===== src/rtl/wb_stage_pkg.sv =====
`default_nettype none
// ============================================================================
//  Module      : wb_stage_pkg
//  Description : Shared types and constants for the write-back arbiter stage.
//  Revision    : 1.0 - initial release
// ============================================================================
package wb_stage_pkg;

   // Width of a per-channel write-back source select
   localparam int WB_SEL_W = 2;

   // Default datapath geometry (matches the top-level parameter defaults)
   localparam int WB_XLEN   = 32;
   localparam int WB_REG_AW = 5;

   // Write-back source select; 2'b11 forces a zero result
   typedef enum logic [WB_SEL_W-1:0] {
      WB_ALU  = 2'b00,
      WB_MEM  = 2'b01,
      WB_PC4  = 2'b10,
      WB_ZERO = 2'b11
   } wb_sel_e;

   // One buffered completion: destination register and its final data.
   // The top packs entries as {rd, data} in the same order as this struct.
   typedef struct packed {
      logic [WB_REG_AW-1:0] rd;
      logic [WB_XLEN-1:0]   data;
   } wb_entry_t;

endpackage
`default_nettype wire


===== src/rtl/wb_ch_fifo.sv =====
`default_nettype none
// ============================================================================
//  Module      : wb_ch_fifo
//  Description : Per-channel completion FIFO with registered full/empty flags.
//                Depth need not be a power of two; pointers wrap explicitly.
//  Revision    : 1.0 - initial release
// ============================================================================
module wb_ch_fifo #(
   parameter int WIDTH = 37,
   parameter int DEPTH = 2
) (
   input  logic             clk,
   input  logic             rst_n,
   input  logic             push,
   input  logic             pop,
   input  logic [WIDTH-1:0] din,
   output logic [WIDTH-1:0] dout,
   output logic             full,
   output logic             empty
);

   localparam int            PW   = (DEPTH > 1) ? $clog2(DEPTH) : 1;
   localparam int            CW   = $clog2(DEPTH + 1);
   localparam logic [PW-1:0] LAST = PW'(DEPTH - 1);
   localparam logic [CW-1:0] FULL_CNT = CW'(DEPTH);

   logic [WIDTH-1:0] mem [DEPTH];
   logic [PW-1:0]    wr_ptr;
   logic [PW-1:0]    rd_ptr;
   logic [CW-1:0]    count;
   logic [CW-1:0]    count_nxt;
   logic             do_push;
   logic             do_pop;

   // Flags guard against overflow/underflow even if the caller misbehaves
   assign do_push = push & ~full;
   assign do_pop  = pop & ~empty;
   assign dout    = mem[rd_ptr];

   // Next occupancy; simultaneous push and pop leaves the count unchanged
   always_comb begin
      count_nxt = count;
      if (do_push && !do_pop) begin
         count_nxt = count + CW'(1);
      end else if (do_pop && !do_push) begin
         count_nxt = count - CW'(1);
      end
   end

   // Pointers, occupancy and registered status flags
   always_ff @(posedge clk or negedge rst_n) begin
      if (!rst_n) begin
         wr_ptr <= '0;
         rd_ptr <= '0;
         count  <= '0;
         full   <= 1'b0;
         empty  <= 1'b1;
      end else begin
         if (do_push) begin
            wr_ptr <= (wr_ptr == LAST) ? '0 : wr_ptr + PW'(1);
         end
         if (do_pop) begin
            rd_ptr <= (rd_ptr == LAST) ? '0 : rd_ptr + PW'(1);
         end
         count <= count_nxt;
         full  <= (count_nxt == FULL_CNT);
         empty <= (count_nxt == '0);
      end
   end

   // Entry storage; contents are only meaningful while counted as occupied
   always_ff @(posedge clk) begin
      if (do_push) begin
         mem[wr_ptr] <= din;
      end
   end

endmodule
`default_nettype wire


===== src/rtl/wb_arbiter_stage.sv =====
`default_nettype none
// ============================================================================
//  Module      : wb_arbiter_stage
//  Description : Multi-channel write-back stage. Muxes each completion at
//                accept time, buffers it per channel, and round-robin
//                arbitrates onto the single register-file write port.
//  Revision    : 1.0 - initial release
// ============================================================================
module wb_arbiter_stage
   import wb_stage_pkg::*;
#(
   parameter int XLEN       = 32,
   parameter int NUM_CH     = 3,
   parameter int FIFO_DEPTH = 2,
   parameter int REG_AW     = 5
) (
   input  logic                     clk,
   input  logic                     rst_n,
   input  logic [NUM_CH-1:0]        ch_valid,
   output logic [NUM_CH-1:0]        ch_ready,
   input  logic [NUM_CH*2-1:0]      ch_wb_sel,
   input  logic [NUM_CH*XLEN-1:0]   ch_opr_res,
   input  logic [NUM_CH*XLEN-1:0]   ch_dmem_rdata,
   input  logic [NUM_CH*XLEN-1:0]   ch_pc_plus4,
   input  logic [NUM_CH*REG_AW-1:0] ch_rd,
   input  logic [NUM_CH-1:0]        ch_rf_en,
   output logic                     rf_we,
   output logic [REG_AW-1:0]        rf_waddr,
   output logic [XLEN-1:0]          rf_wdata,
   output logic                     wb_busy
);

   localparam int EW = REG_AW + XLEN;
   localparam int IW = (NUM_CH > 1) ? $clog2(NUM_CH) : 1;

   logic [NUM_CH-1:0] fifo_full;
   logic [NUM_CH-1:0] fifo_empty;
   logic [NUM_CH-1:0] push;
   logic [NUM_CH-1:0] pop;
   logic [EW-1:0]     din  [NUM_CH];
   logic [EW-1:0]     dout [NUM_CH];

   logic [IW-1:0]     rr_ptr;
   logic [IW-1:0]     grant_idx;
   logic [IW-1:0]     cand_idx;
   logic              grant_valid;
   logic [EW-1:0]     grant_entry;

   assign ch_ready = ~fifo_full;

   generate
      for (genvar c = 0; c < NUM_CH; c++) begin : g_ch
         wb_sel_e           sel;
         logic [XLEN-1:0]   data;
         logic [REG_AW-1:0] rd;

         assign sel = wb_sel_e'(ch_wb_sel[2*c +: 2]);
         assign rd  = ch_rd[REG_AW*c +: REG_AW];

         // Select the write-back source so the FIFO only holds the final word
         always_comb begin
            data = '0;
            case (sel)
               WB_ALU:  data = ch_opr_res[XLEN*c +: XLEN];
               WB_MEM:  data = ch_dmem_rdata[XLEN*c +: XLEN];
               WB_PC4:  data = ch_pc_plus4[XLEN*c +: XLEN];
               default: data = '0;
            endcase
         end

         // Completions without a real destination (disabled or x0) are
         // consumed by the handshake but never enqueued
         assign push[c] = ch_valid[c] & ~fifo_full[c] & ch_rf_en[c] & (rd != '0);
         assign din[c]  = {rd, data};

         wb_ch_fifo #(
            .WIDTH (EW),
            .DEPTH (FIFO_DEPTH)
         ) u_fifo (
            .clk   (clk),
            .rst_n (rst_n),
            .push  (push[c]),
            .pop   (pop[c]),
            .din   (din[c]),
            .dout  (dout[c]),
            .full  (fifo_full[c]),
            .empty (fifo_empty[c])
         );
      end
   endgenerate

   // Round-robin search starting one past the last granted channel
   always_comb begin
      grant_valid = 1'b0;
      grant_idx   = rr_ptr;
      cand_idx    = '0;
      pop         = '0;
      for (int k = 1; k <= NUM_CH; k++) begin
         cand_idx = IW'((int'(rr_ptr) + k) % NUM_CH);
         if (!grant_valid && !fifo_empty[cand_idx]) begin
            grant_valid = 1'b1;
            grant_idx   = cand_idx;
         end
      end
      if (grant_valid) begin
         pop[grant_idx] = 1'b1;
      end
   end

   assign grant_entry = dout[grant_idx];

   // Output register and priority pointer; address/data hold when idle
   always_ff @(posedge clk or negedge rst_n) begin
      if (!rst_n) begin
         rf_we    <= 1'b0;
         rf_waddr <= '0;
         rf_wdata <= '0;
         rr_ptr   <= IW'(NUM_CH - 1);
      end else begin
         rf_we <= grant_valid;
         if (grant_valid) begin
            rf_waddr <= grant_entry[EW-1:XLEN];
            rf_wdata <= grant_entry[XLEN-1:0];
            rr_ptr   <= grant_idx;
         end
      end
   end

   assign wb_busy = (~&fifo_empty) | rf_we;

endmodule
`default_nettype wire


===== config.mk =====
export PLATFORM = sky130hd
export DESIGN_NAME = wb_arbiter_stage
export DESIGN_NICKNAME = d
export VERILOG_FILES = /design/src/rtl/wb_stage_pkg.sv /design/src/rtl/wb_ch_fifo.sv /design/src/rtl/wb_arbiter_stage.sv
export SDC_FILE = /design/constraint.sdc
export NUM_CORES = 1
export LEC_CHECK = 0
export ABC_AREA = 1
export CORE_MARGIN = 2
export CORE_UTILIZATION = 50
export CTS_CLUSTER_SIZE = 8
export DETAILED_ROUTE_END_ITERATION = 8
export DONT_BUFFER_PORTS = 1
export GPL_ROUTABILITY_DRIVEN = 0
export HOLD_SLACK_MARGIN = 0.02
export PLACE_DENSITY = 0.65
export SETUP_SLACK_MARGIN = 0.02
export SLEW_MARGIN = 20
export SYNTH_ARGS = -nofsm -noshare
export SYNTH_HDL_FRONTEND = slang
export SYNTH_HIERARCHICAL = 1
export SYNTH_SLANG_ARGS = --single-unit

===== constraint.sdc =====
create_clock -name clk -period 3.8 [get_ports clk]
set_clock_uncertainty 0.1 [all_clocks]
set_input_delay 0.76 -clock clk [delete_from_list [all_inputs] [get_ports clk]]
set_output_delay 0.76 -clock clk [all_outputs]
set_load 0.005 [all_outputs]

==> qor.yml, run 1 <==
final_cell_mix: "536 x nand2_1, 222 x edfxtp_1, 205 x inv_1"
antenna_cells: 0
cp.arrival_ps: 3250
power.switching_w: 0.00646
grt_max_degree: 59
yosys_warnings: 6
pre_cts_slack_ps: 916
dp_hpwl_um: 25800
path_cells: "inv_1 > ha_1 > inv_2 > nand3_1 > nand2_4 > nand3_4 > inv_2 > nand2_1 > nand2_2 > inv_2 > nor3_2 > inv_1 > nor2_1 > nand3_2 > nand2_1 > nand2_2 > nand2_1 > nor2_1"
port_buffers: 0
p_clk_frac: 0.222
ir_drop_uv: 686
clk_path_buf_depth: 3
syn_nets: 1974
fin_crit_sh: 0.779
placementRows: 61
syn_to_final_growth_pct: 9.65
core_area_um2: 28000
htree_num_levels: 2
slew_violations: 0
synth-async-reset-ratio: 0.207
powerDensity_nw_per_um2: 924
grt_pass1_vias: 10457
worst-path-max-fanout: 21
start_kind: "flip-flop"
hp-class: "input port to async pin"
grt_pass1_wl_um: 56300
dr_total_vias: 10872
die_h_um: 173
rsz0062_at_grt: "no"
drt_iter0_markers: 864
drc: 0
intPower_w: 0.00807
setup_tns_ps: 0
synth_seq_area_share: 0.567
syn_inst: 1653
timing.fmax_mhz: 338
outcome: "finished clean"
routed_wl_um: 36200
leakagePower_nw: 6.78
synth_cell_types: 28
wl_per_cell_um: 17.9
critical_path_buf_inv_count: 5
worstMarginPinSlew_ps: 1070
clockRootBuffer: "clkbuf_16"
comb_power_share: 0.470
start_util: 0.512
slowest_delay_ps: 410
clkTransAtPathRegs_ps: 60
synth_edf_count: 222
required_ps: 4090
ys_dominant_reg_cell: "edfxtp_1"
endpoint_kind: "flip-flop"
final-hold-violation-count: 0
dr.pass1.iters: 5
final_net_count: 1940
sw_frac_of_total: 0.444
crit_slowest_cell: "dfrtp_1"
syn_avg_cell_area_um2: 8.67
postRouteAntennaNets: 0
crit_family: "simple AND/OR/NAND/NOR gates"
setup_ws_ps: 839
period_needed_ps: 2960
p_seq_frac: 0.308
track_usage: 0.237
drive_gt1_frac: 0.0873
antenna_found_initial: 0
setup-violations-final: 0
cts_tree: "built"
die_width_um: 173
maxCapViolCount: 0
slew-limit-headroom: 0.288
numCtsBuffers: 40
die-area_um2: 30000
clock_latency_ps: 510
ys_ff_latch: 280
io_pins: 359
grt_overflow_total: 0
crit_type: "flip-flop to flip-flop"
vias_per_cell: 5.36
synth_area_um2: 14300
final_common_cell: "nand2_1"
cts.sinks: 280
==> cell families after synthesis <==
family,synth area share
simple gates,0.269
buf+inv,0.0911
flops,0.567
compound gates,0.0664
xor+xnor,0.00367
fa+ha+maj,0.00349
==> registers in the layout, indices dropped and copies added (netlist names) <==
name,count
g_ch.u_fifo/empty,3
g_ch.u_fifo/full,3
rf_we,1
rf_wdata,32
rr_ptr,2
g_ch.u_fifo/count,6
g_ch.u_fifo/mem,222
rf_waddr,5
g_ch.u_fifo/rd_ptr,3
g_ch.u_fifo/wr_ptr,3
==> layer usage <==
layer	vias to the layer above	wire (µm)	global-route usage
li1	5286	-	-
met2	383	18200	0.407
met5	-	0	0
met1	5139	14500	0.303
met4	0	877	0.0667
met3	64	2620	0.0511
==> synthesized netlist by cell type (4+ instances only) <==
cell type,n,area share
o211ai_1,96,0.050
buf_4,9,0.0047
dfstp_2,4,0.0073
nor2_1,130,0.034
buf_6,6,0.0047
nand3_2,12,0.0084
inv_2,13,0.0034
a21oi_1,38,0.013
buf_2,30,0.010
nor3_1,5,0.0017
nand2_2,27,0.012
edfxtp_1,222,0.47
dfrtp_1,54,0.094
nor2_2,4,0.0017
inv_1,206,0.054
nand2_1,536,0.14
xor2_1,6,0.0037
clkbuf_1,53,0.014
nand3_1,181,0.063
ha_1,4,0.0035
==> metrics by stage <==
step	util	hold slack (ps)	std cells	total power (W)	cell area, µm²
after floorplan	-	364	1653	0.00967	14300
after global placement	0.519	368	1954	0.0111	14500
after detailed placement	0.519	369	1954	0.0113	14500
after CTS	0.561	30.3	2027	0.0146	15700
after global routing	0.561	37.7	2027	0.0155	15700
final	0.561	19.1	2027	0.0145	15700
==> final timing paths <==
path	from	end	slack [ps]	cells after the start
hold / removal	rst_n	rf_waddr[3]	20	1
min in group clk	ch_rd[3]	g_ch[0].u_fifo/mem[0][35]	250	0
setup reg to reg	rr_ptr[0]	g_ch[2].u_fifo/full	840	18
max in group asynchronous	rst_n	g_ch[2].u_fifo/empty	3260	1
hold reg to reg	g_ch[0].u_fifo/count[1]	g_ch[0].u_fifo/empty	420	2
setup / recovery	rr_ptr[0]	g_ch[2].u_fifo/full	840	18
==> area by class of cell <==
| type | count | area [µm²] |
|---|---|---|
| repair buffers | 22 | 185 |
| multi-input cells | 1056 | 4970 |
| inverters | 219 | 822 |
| well taps | 378 | 473 |
| clock buffers | 72 | 1140 |
| fillers | 2465 | 12300 |
| flip-flops and latches | 280 | 8120 |
==> power groups by stage <==
stage | clock network [W] | registers (W) | logic [W]
detailed placement | 0 | 0.00453 | 0.00676
global route | 0.00341 | 0.00453 | 0.00761
floorplan | 0 | 0.00436 | 0.00531
global placement | 0 | 0.00452 | 0.00662
finish | 0.00322 | 0.00447 | 0.00683
CTS | 0.00327 | 0.00448 | 0.00681
==> repair_timing <==
item	4_1_cts	5_1_grt
resized for setup	0	0
buffers inserted	0	0
endpoints found under the hold margin	58	0
hold buffers	1	0
Power figures use the tool's default switching activity.
==> run 2, diff against run 1 <==
clock period = 2.95 ns   (was 3.8 ns; I/O delays follow)
==> run 2 against run 1 <==
Compared with the run above: sequential cell count unchanged; fmax rose by 5.8%; final cell count rose by 0.49%; die area is the same; power is 31% higher; setup slack lost 690 ps; non-clock buffer count rose by 8; worst hold slack improved by 46 ps; clock power is 31% higher; utilization up 0.64 points.
==> qor.yml, run 2 (same netlist as run 1, synthesis figures left out) <==
clk_path_buf_depth: 3  # unchanged
slew-limit-headroom: 0.504  # +0.216
start_util: 0.512  # unchanged
worstHoldStart: "ch_rd[12]"
die_h_um: 173  # unchanged
final_common_cell: "nand2_1"
syn_to_final_growth_pct: 10.9
routed_wl_um: 36400  # +0.63%
port_buffers: 0  # unchanged
grt_pass1_wl_um: 56600  # +0.43%
placementRows: 61  # unchanged
grt_max_degree: 59  # unchanged
postCtsSetupBuffers: 0  # unchanged
fin_crit_sh: 0.949  # +0.170
io_pins: 359  # unchanged
numCtsBuffers: 40  # unchanged
dp_hpwl_um: 26200  # +1.7%
ir_drop_uv: 995  # +45%
placed_area_um2: 14700  # +0.96%
stdcell_area_um2: 15900  # +1.1%
cts.sinks: 280  # unchanged
clock_latency_ps: 520  # about the same
cp.arrival_ps: 3080  # -170 ps
die-area_um2: 30000  # unchanged
slew_violations: 0  # unchanged
leakagePower_nw: 6.86  # +1.1%
largest_reg_flops: 222  # unchanged
worst-path-max-fanout: 31  # +48%
core_area_um2: 28000  # unchanged
drc: 0  # unchanged
fin_hold_ws_ps: 65.2  # +46.1 ps
die_width_um: 173  # unchanged
drive_gt1_frac: 0.0934  # +0.00610
crit_path_start: "rr_ptr[0]"
antenna_found_initial: 0  # unchanged
largest_register: "g_ch.u_fifo/mem"
dr_total_vias: 10891  # +0.17%
final-hold-violation-count: 0  # unchanged
setup-violations-final: 0  # unchanged
worstMarginPinSlew_ps: 743  # -324 ps
crit_type: "flip-flop to flip-flop"
clkTransAtPathRegs_ps: 50  # about the same
antenna_cells: 0  # unchanged
dr.pass1.iters: 7  # +2
maxCapViolCount: 0  # unchanged
clockRootBuffer: "clkbuf_16"
track_usage: 0.239  # +0.00259
timing.fmax_mhz: 357  # +5.8%
cts_tree: "built"
period_needed_ps: 2800  # -162 ps
final_cell_mix: "535 x nand2_1, 222 x edfxtp_1, 206 x inv_1"
top_regs: "g_ch.u_fifo/mem (222), rf_wdata (32), g_ch.u_fifo/count (6)"
setup_ws_ps: 151  # -688 ps
vias_per_cell: 5.35  # -0.32%
grt_overflow_total: 0  # unchanged
outcome: "finished clean"
endpoint_kind: "flip-flop"
wl_per_cell_um: 17.9  # +0.13%
htree_num_levels: 2  # unchanged
hp-class: "input port to flip-flop"
rr_startpoint: "rr_ptr[0]"
start_kind: "flip-flop"
grt_pass1_vias: 10453  # -0.038%
drt_iter0_markers: 913  # +5.7%
powerDensity_nw_per_um2: 1200  # +30%
pre_cts_slack_ps: 230  # -686 ps
required_ps: 3230  # -860 ps
rsz0062_at_grt: "no"
final_net_count: 1948  # +0.41%
postRouteAntennaNets: 0  # unchanged
run 2: cell types whose count changed in the layout (fill, tap and decap cells not counted), sizes merged:
cell,previous run,this run
buf,22,29
dlygate4sd3,0,1
inv,219,221
run 2: worst paths after layout:
path                                              to  slack [ps]  depth (start not counted)
hold reg to reg                 g_ch[1].u_fifo/empty         420                          2
hold / removal             g_ch[2].u_fifo/mem[0][34]          70                          0
setup reg to reg                        rf_wdata[27]         150                         13
min in group asynchronous               rf_wdata[30]         530                          2
max in group asynchronous       g_ch[2].u_fifo/empty        1890                          2
setup / recovery                        rf_wdata[27]         150                         13
run 2: report_power, final:
group | switching [W] | internal (W)
Sequential | 0.000532 | 0.00524
Combinational | 0.00631 | 0.00281
Clock | 0.00161 | 0.00260
Total | 0.00845 | 0.0106
run 2: metrics by stage:
step | utilization | cells | total power, W | TNS (ps)
2_1_floorplan | - | 1653 | 0.0125 | -18070
3_3_place_gp | 0.524 | 1961 | 0.0147 | 0
3_5_place_dp | 0.524 | 1961 | 0.0149 | 0
4_1_cts | 0.567 | 2037 | 0.0191 | 0
5_1_grt | 0.568 | 2037 | 0.0205 | 0
6_report | 0.568 | 2037 | 0.0191 | 0
run 2: area by class of cell:
type | count | area [µm²]
sequential | 280 | 8120
timing repair buffer | 30 | 335
clock buffer | 72 | 1140
tap | 378 | 473
inverter | 219 | 822
multi-input combinational | 1056 | 4980
fill | 2452 | 12100
clock inverter | 2 | 17.5
run 2: worst max-delay path, cell delays in order (launching register included):
cell	delay, ps
dfrtp_1	410
inv_1	90
ha_1	360
inv_2	130
nand3_1	130
nand2_4	140
nand3_4	100
inv_2	90
nand2_1	50
nand2_1	220
buf_4	400
nor2_1	100
nor2_1	220
a21oi_1	100
run 2: what timing repair did:
item,in CTS,in global routing
endpoints found under the hold margin,58,0
endpoints found under the setup margin,0,5
hold buffers,2,0
resized for setup,0,5
run 2: layer usage:
metal  up-vias  GRT usage  share of wire
met5         -          0              0
met3        74     0.0489          0.069
met4         0     0.0943          0.037
met2       399      0.398           0.48
met1      5098      0.309           0.41
li1       5320          -              -
==> run 3, diff against run 2 <==
MAX_ROUTING_LAYER = met4   (was not set)
==> run 3 against run 2 <==
Compared with the run above: non-clock buffer count unchanged; final cell count is the same; utilization did not move; register-to-register slack better by 50 ps; count of clock-buffer cells in the layout unchanged; sequential cell count unchanged; global-route usage rose by 0.78 points; wire length down 0.17%; sequential power about the same.
==> qor.yml, run 3 (same netlist as run 1, synthesis figures left out) <==
final_cell_mix: "535 x nand2_1, 222 x edfxtp_1, 206 x inv_1"
final_common_cell: "nand2_1"
endpoint_kind: "flip-flop"
clk_path_buf_depth: 3  # unchanged
stdcell_area_um2: 15900  # unchanged
placed_area_um2: 14700  # unchanged
largest_register: "g_ch.u_fifo/mem"
cp.arrival_ps: 3030  # -50 ps
rr_worst_depth: 13  # unchanged
rr_startpoint: "rr_ptr[0]"
required_ps: 3240  # about the same
dp_hpwl_um: 26200  # unchanged
clockRootBuffer: "clkbuf_16"
clkTransAtPathRegs_ps: 50  # about the same
worst-path-max-fanout: 31  # unchanged
numCtsBuffers: 40  # unchanged
hp-class: "input port to flip-flop"
powerDensity_nw_per_um2: 1200  # -0.15%
crit_path_start: "rr_ptr[0]"
core_area_um2: 28000  # unchanged
slew-limit-headroom: 0.507  # +0.00232
outcome: "finished clean"
regArea_um2: 8120  # unchanged
total_power_w: 0.0191  # -0.15%
rsz0062_at_grt: "no"
die_width_um: 173  # unchanged
crit_type: "flip-flop to flip-flop"
grt_pass1_vias: 10443  # -0.096%
start_kind: "flip-flop"
r2r-end: "rf_wdata[26]"
placementRows: 61  # unchanged
worstMarginPinSlew_ps: 739  # -3.47 ps
antenna_cells: 0  # unchanged
fillCellCount: 2452  # unchanged
die_h_um: 173  # unchanged
antenna_found_initial: 0  # unchanged
grt_overflow_total: 0  # unchanged
routed_wl_um: 36300  # -0.17%
multi_input_area_um2: 4980  # unchanged
htree_num_levels: 2  # unchanged
final-hold-violation-count: 0  # unchanged
setup-violations-final: 0  # unchanged
grt_pass1_wl_um: 56600  # +0.13%
start_util: 0.512  # unchanged
setup_ws_ps: 201  # +50.5 ps
leakagePower_nw: 6.86  # unchanged
drt_iter0_markers: 891  # -2.4%
drc: 0  # unchanged
ir_drop_uv: 1000  # +0.57%
period_needed_ps: 2750  # -50.5 ps
cts_tree: "built"
grt_max_degree: 59  # unchanged
final_net_count: 1948  # unchanged
io_pins: 359  # unchanged
wl_met3_um: 2560  # +2.4%
top_regs: "g_ch.u_fifo/mem (222), rf_wdata (32), g_ch.u_fifo/count (6)"
cts.sinks: 280  # unchanged
drive_gt1_frac: 0.0934  # unchanged
dr.pass1.iters: 7  # unchanged
pre_cts_slack_ps: 230  # unchanged
fin_crit_sh: 0.932  # -0.0171
syn_to_final_growth_pct: 10.9  # unchanged
timing.fmax_mhz: 364  # +1.8%
dr_total_vias: 10899  # +0.073%
vias_per_cell: 5.35  # about the same
met2_length_um: 17600  # -0.50%
critical_path.endpoint: "rf_wdata[26]"
clock_latency_ps: 520  # about the same
wl_per_cell_um: 17.8  # -0.17%
largest_reg_flops: 222  # unchanged
die-area_um2: 30000  # unchanged
postRouteAntennaNets: 0  # unchanged
port_buffers: 0  # unchanged
slew_violations: 0  # unchanged
top_layer: "met4"
met1_length_um: 14800  # -0.51%
track_usage: 0.247  # +0.00782
maxCapViolCount: 0  # unchanged
rrSetupSlack_ps: 200  # +50 ps
==> run 3: cell counts in the layout (fill, tap and decap cells not counted) <==
No cell type changed its count.
==> run 3: worst max-delay path, stage by stage (launching register included) <==
cell	delay (ps)
dfrtp_1	410
inv_1	90
ha_1	360
inv_2	140
nand3_1	130
nand2_4	140
nand3_4	100
inv_2	90
nand2_1	50
nand2_1	220
buf_4	390
nor2_1	110
nor2_1	200
a21oi_1	90
==> run 3: how the worst min path moves through the flow <==
stage	to	slack, ps	startpoint	cells past startpoint
final	g_ch[2].u_fifo/mem[1][33]	70	ch_rd[11]	0
after global routing	g_ch[2].u_fifo/mem[0][34]	50	ch_rd[12]	0
after CTS	g_ch[2].u_fifo/mem[0][34]	50	ch_rd[12]	0
after detailed placement	rf_waddr[3]	200	rst_n	0
after global placement	rf_wdata[29]	200	rst_n	0
after floorplan	g_ch[0].u_fifo/count[0]	190	rst_n	0
==> run 3: timing repair <==
action,4_1_cts,5_1_grt
endpoints found under the hold margin,58,0
hold buffers,2,0
endpoints found under the setup margin,0,5
buffers inserted,0,0
gates resized for setup,0,5
==> run 3: layer usage <==
layer	global-route usage	vias up
met2	0.396	387
met1	0.310	5109
met5	-	-
li1	-	5323
met4	0.0968	0
met3	0.0504	80
==> run 3: area by class of cell <==
cell class	count	area share
clock inverters	2	0.00110
repair buffers	30	0.0211
flip-flops and latches	280	0.511
inverters	219	0.0517
clock buffers	72	0.0719
well taps	378	0.0298
multi-input cells	1056	0.313
==> run 3: power by group <==
part	internal [W]	switching [W]	total, W
Sequential	0.00524	0.000535	0.00577
Clock	0.00260	0.00161	0.00420
Combinational	0.00281	0.00628	0.00910
==> run 3: through the flow <==
stage / hold WS, ps / cells / utilization / TNS [ps]
6_report: 66.8 / 2037 / 0.568 / 0
5_1_grt: 45.3 / 2037 / 0.568 / 0
4_1_cts: 50.9 / 2037 / 0.567 / 0
3_5_place_dp: 197 / 1961 / 0.524 / 0
3_3_place_gp: 197 / 1961 / 0.524 / 0
2_1_floorplan: 194 / 1653 / - / -18070
